[src/rtl/cpu_types_pkg.sv]
// Shared CPU datapath types: the machine word and the ALU opcode encoding.
package cpu_types_pkg;

  typedef logic [31:0] word_t;

  typedef enum logic [3:0] {
    ALU_SLL  = 4'd0,
    ALU_SRL  = 4'd1,
    ALU_ADD  = 4'd2,
    ALU_SUB  = 4'd3,
    ALU_AND  = 4'd4,
    ALU_OR   = 4'd5,
    ALU_XOR  = 4'd6,
    ALU_NOR  = 4'd7,
    ALU_SLT  = 4'd8,
    ALU_SLTU = 4'd9
  } aluop_t;

endpackage

[src/rtl/alu_arbiter.sv]
// Two-port round-robin arbiter sharing one combinational ALU: grant edge, capture edge, then a one-cycle ack.
// Requesters hold req and operands until their ack; a port is ignored during its own ack cycle.
module alu_arbiter
  import cpu_types_pkg::*;
(
  input  logic          CLK,
  input  logic          RST,

  input  logic          req0,
  input  aluop_t        aluop0,
  input  logic [31:0]   ra0,
  input  logic [31:0]   rb0,
  output logic          ack0,
  output logic [31:0]   out0,
  output logic          negative0,
  output logic          overflow0,
  output logic          zero0,

  input  logic          req1,
  input  aluop_t        aluop1,
  input  logic [31:0]   ra1,
  input  logic [31:0]   rb1,
  output logic          ack1,
  output logic [31:0]   out1,
  output logic          negative1,
  output logic          overflow1,
  output logic          zero1,

  output logic          busy,
  output logic          gnt,

  output aluop_t        alu_aluop,
  output logic [31:0]   alu_ra,
  output logic [31:0]   alu_rb,
  input  logic [31:0]   alu_out,
  input  logic          alu_negative,
  input  logic          alu_overflow,
  input  logic          alu_zero
);

  localparam logic [0:0] IDLE = 1'b0;
  localparam logic [0:0] BUSY = 1'b1;

  logic [0:0] state;
  logic       last;
  logic       elig0;
  logic       elig1;
  logic       grant_any;
  logic       grant_sel;

  // A port is not eligible in its own ack cycle, so a held req re-arbitrates one edge later.
  always_comb begin
    elig0     = req0 & ~ack0;
    elig1     = req1 & ~ack1;
    grant_any = elig0 | elig1;
    if (elig0 && elig1) begin
      grant_sel = ~last;
    end else begin
      grant_sel = elig1;
    end
  end

  assign busy = (state == BUSY);

  always_ff @(posedge CLK) begin
    if (RST) begin
      state     <= IDLE;
      gnt       <= 1'b0;
      last      <= 1'b1;
      ack0      <= 1'b0;
      ack1      <= 1'b0;
      out0      <= '0;
      negative0 <= 1'b0;
      overflow0 <= 1'b0;
      zero0     <= 1'b0;
      out1      <= '0;
      negative1 <= 1'b0;
      overflow1 <= 1'b0;
      zero1     <= 1'b0;
      alu_aluop <= aluop_t'(4'd0);
      alu_ra    <= '0;
      alu_rb    <= '0;
    end else begin
      ack0 <= 1'b0;
      ack1 <= 1'b0;
      if (state == IDLE) begin
        if (grant_any) begin
          gnt   <= grant_sel;
          state <= BUSY;
          if (grant_sel) begin
            alu_aluop <= aluop1;
            alu_ra    <= ra1;
            alu_rb    <= rb1;
          end else begin
            alu_aluop <= aluop0;
            alu_ra    <= ra0;
            alu_rb    <= rb0;
          end
        end
      end else begin
        // ALU output has settled from the drive registers; only the granted port's holding regs change.
        if (gnt) begin
          out1      <= alu_out;
          negative1 <= alu_negative;
          overflow1 <= alu_overflow;
          zero1     <= alu_zero;
          ack1      <= 1'b1;
        end else begin
          out0      <= alu_out;
          negative0 <= alu_negative;
          overflow0 <= alu_overflow;
          zero0     <= alu_zero;
          ack0      <= 1'b1;
        end
        last  <= gnt;
        state <= IDLE;
      end
    end
  end

  a_ack_exclusive : assert property (@(posedge CLK) disable iff (RST) !(ack0 && ack1));
  a_busy_no_ack   : assert property (@(posedge CLK) disable iff (RST) !(busy && (ack0 || ack1)));

endmodule

[config.mk]
export PLATFORM = sky130hd
export DESIGN_NAME = alu_arbiter
export DESIGN_NICKNAME = d
export VERILOG_FILES = /design/src/rtl/cpu_types_pkg.sv /design/src/rtl/alu_arbiter.sv
export SDC_FILE = /design/constraint.sdc
export NUM_CORES = 1
export LEC_CHECK = 0
export ABC_AREA = 0
export BUFFER_PORTS_ARGS = -buffer_cell sky130_fd_sc_hd__buf_4
export CORE_AREA = 4 4 122 124
export CTS_CLUSTER_DIAMETER = 100
export DETAILED_ROUTE_END_ITERATION = 8
export DIE_AREA = 0 0 126 128
export GPL_ROUTABILITY_DRIVEN = 0
export PLACE_DENSITY = 0.83
export REMOVE_ABC_BUFFERS = 1
export SYNTH_ARGS = -nofsm -noshare
export SYNTH_HDL_FRONTEND = slang
export SYNTH_SLANG_ARGS = --single-unit
[constraint.sdc]
create_clock -name CLK -period 2.2 [get_ports CLK]
set_clock_uncertainty 0.05 [all_clocks]
set_input_delay 0.11 -clock CLK [delete_from_list [all_inputs] [get_ports CLK]]
set_output_delay 0.11 -clock CLK [all_outputs]
set_load 0.02 [all_outputs]
==> results.yml <==
detailed_routing:
  first_iter_violations: 531
  ant_nets: 0
  drt-pass1-iter-count: 5
  routed_wl_um: 25340
  via_per_inst: 5.324
  vias: 6905
  wl_per_cell_um: 19.54
  route.detailed.drc: 0
placed_design:
  hpwl_um: 13200
  io_buffer_count: 316
  dp_slack_ps: 488.8
finish:
  syn_to_final_growth_pct: 90.88
  final_cell_mix: "buf_4, nand2_1, dlygate4sd3_1, dfxtp_1, nor2_1"
  nets: 1278
  nFillCells: 869
  final_common_cell: "buf_4"
  final_util_pct: 74.30
  drive_gt1_share_pct: 34.23
logic_synthesis:
  synthMuxAreaShare_pct: 0.1867
  yosys.area_share.simple_pct: 20.56
  synth_cell_type_count: 22
  avgSynthCellArea_um2: 8.537
  synth-adder-area-share_pct: 0
  synthXorXnorAreaFrac_pct: 0
  yosys_warnings: 0
  ys_seq_area_share_pct: 53.40
  synth_seq_cells: 143
  synth_top_family_by_area: "simple AND/OR/NAND/NOR gates"
  syn_area_um2: 5361
  synth_compound_area_share_pct: 20.54
  synthCells: 628
cts:
  h-tree-depth: 4
  clkTransAtPathRegs_ps: 60
  cts-root-buf: "clkbuf_16"
  clockBufferDepth: 2
  cts_buffers: 17
  clk_latency_ps: 400
  cts_tree: "done"
  cts.sinks: 143
power:
  irDropWorstVdd_v: 0.0005213
  p_leak_nw: 4.769
  p_per_area_nw_per_um2: 724.1
  power_mw: 7.410
floorplanning:
  die_width_um: 126
  coreArea_um2: 13770
  io-pin-count: 317
  dieHeight_um: 128
  rows: 43
  initial_core_util_pct: 38.93
  die_area_um2: 16130
grt:
  gr-usage-all-layers_pct: 29.55
  antenna_found_initial: 1
  grt_max_degree: 70
  grt_overflow: 0
  grt_pass1_vias: 7309
  grt_pass1_wl_um: 38090
timing:
  fin_crit_sh_pct: 97.80
  max_slew.worst_pin.slew_ps: 690.6
  setup_violations: 0
  fin_crit_ps: 2152
  finalHoldViolations: 0
  max_freq_mhz: 464.8
  report.final.slew_viol_count: 0
  layout_setup_ws_ps: 48.41
  whs_ps: 159.1
  slew_headroom_pct: 53.96
worst_setup_path:
  end_kind: "register"
  crit_type: "register to register"
  worstPathMaxFanout: 35
  critPathLaunchType: "register"
  crit_required_ps: 2500
  cp.arrival_ps: 2450
job:
  drv_cap: 0
worst_hold_path:
  hp-class: "input pin to register"
run_status:
  status: "complete, no violations"
-- state kept, by name, indices dropped and copies added, names as in the netlist, 4 cells and up --
name and flops:
alu_ra 32, alu_rb 32, out0 32, out1 32, alu_aluop 4
-- path summary, 6_finish.rpt --
check	start	endpoint	slack, ps	depth (start not counted)
setup reg to reg	ack0	alu_rb[25]	50	6
hold reg to reg	out0[4]	out0[4]	400	2
setup / recovery	ack0	alu_rb[25]	50	6
hold / removal	RST	ack1	160	3
-- synth_stat cells --
cell type	instances	share of area, %
nor2_1	70	4.9
buf_4	5	0.70
nor2b_4	1	0.26
clkbuf_1	14	0.98
o21ai_0	1	0.093
a22o_1	35	5.7
nand2b_1	1	0.12
buf_1	5	0.35
mux2i_1	1	0.19
buf_2	30	2.8
a311oi_1	68	11
inv_1	1	0.070
nand2_1	208	15
and2_1	1	0.12
nand3b_1	1	0.14
o21ba_2	1	0.19
nor2b_1	3	0.35
a21oi_2	1	0.16
nor2_2	1	0.12
dfxtp_1	143	53
a21oi_1	35	3.3
buf_6	2	0.42
-- cell type report --
type	instances	area, µm²	area share [%]
repair buffers	511	4349	42.50
flip-flops and latches	143	2863	27.97
multi-input cells	429	2257	22.06
clock buffers	19	442.9	4.328
well taps	180	225.2	2.201
clock inverters	13	90.09	0.8803
inverters	1	3.754	0.03668
diodes	1	2.502	0.02445
-- power breakdown --
group          internal (mW)  total, mW  switching [mW]
Clock                   1.47       2.61            1.14
Sequential              2.79       2.92           0.127
Combinational          0.939       1.89           0.950
Total                   5.20       7.41            2.21
-- cells by family (layout without fill, tap and decap cells) --
kind of cell,Yosys count,count (layout)
buf+inv,57,544
compound gates,141,142
simple gates,286,286
mux,1,1
other cells,0,1
flops,143,143
-- stage by stage --
step	instance area (µm²)	TNS [ps]	instances
detailed placement	7830	0	1080
global route	10230	-13.37	1297
finish	10230	0	1297
floorplan	5080	-15970	572
CTS	10070	0	1283
global placement	7830	0	1080
-- repair_timing --
| item | in CTS | in global routing |
|---|---|---|
| endpoints found under the setup margin | 0 | 45 |
| setup buffers | 0 | 10 |
| hold buffers | 171 | 0 |
| hold endpoints to repair | 138 | 0 |
| gates resized for setup | 0 | 5 |
-- worst max-delay path, cell delays in order (launching register included) --
cell	delay, ps
dfxtp_1	360
nand3b_1	190
and2_4	220
buf_12	200
nand2_1	80
a311oi_1	340
dlygate4sd3_1	630
-- routing by layer --
metal  track usage [%]  part of all wire [%]
met4             13.69                   4.5
met2             52.43                    50
met5                 0                     0
met1             31.71                    36
met3             10.08                   9.7
No activity file was read; power rests on OpenSTA's default activity.
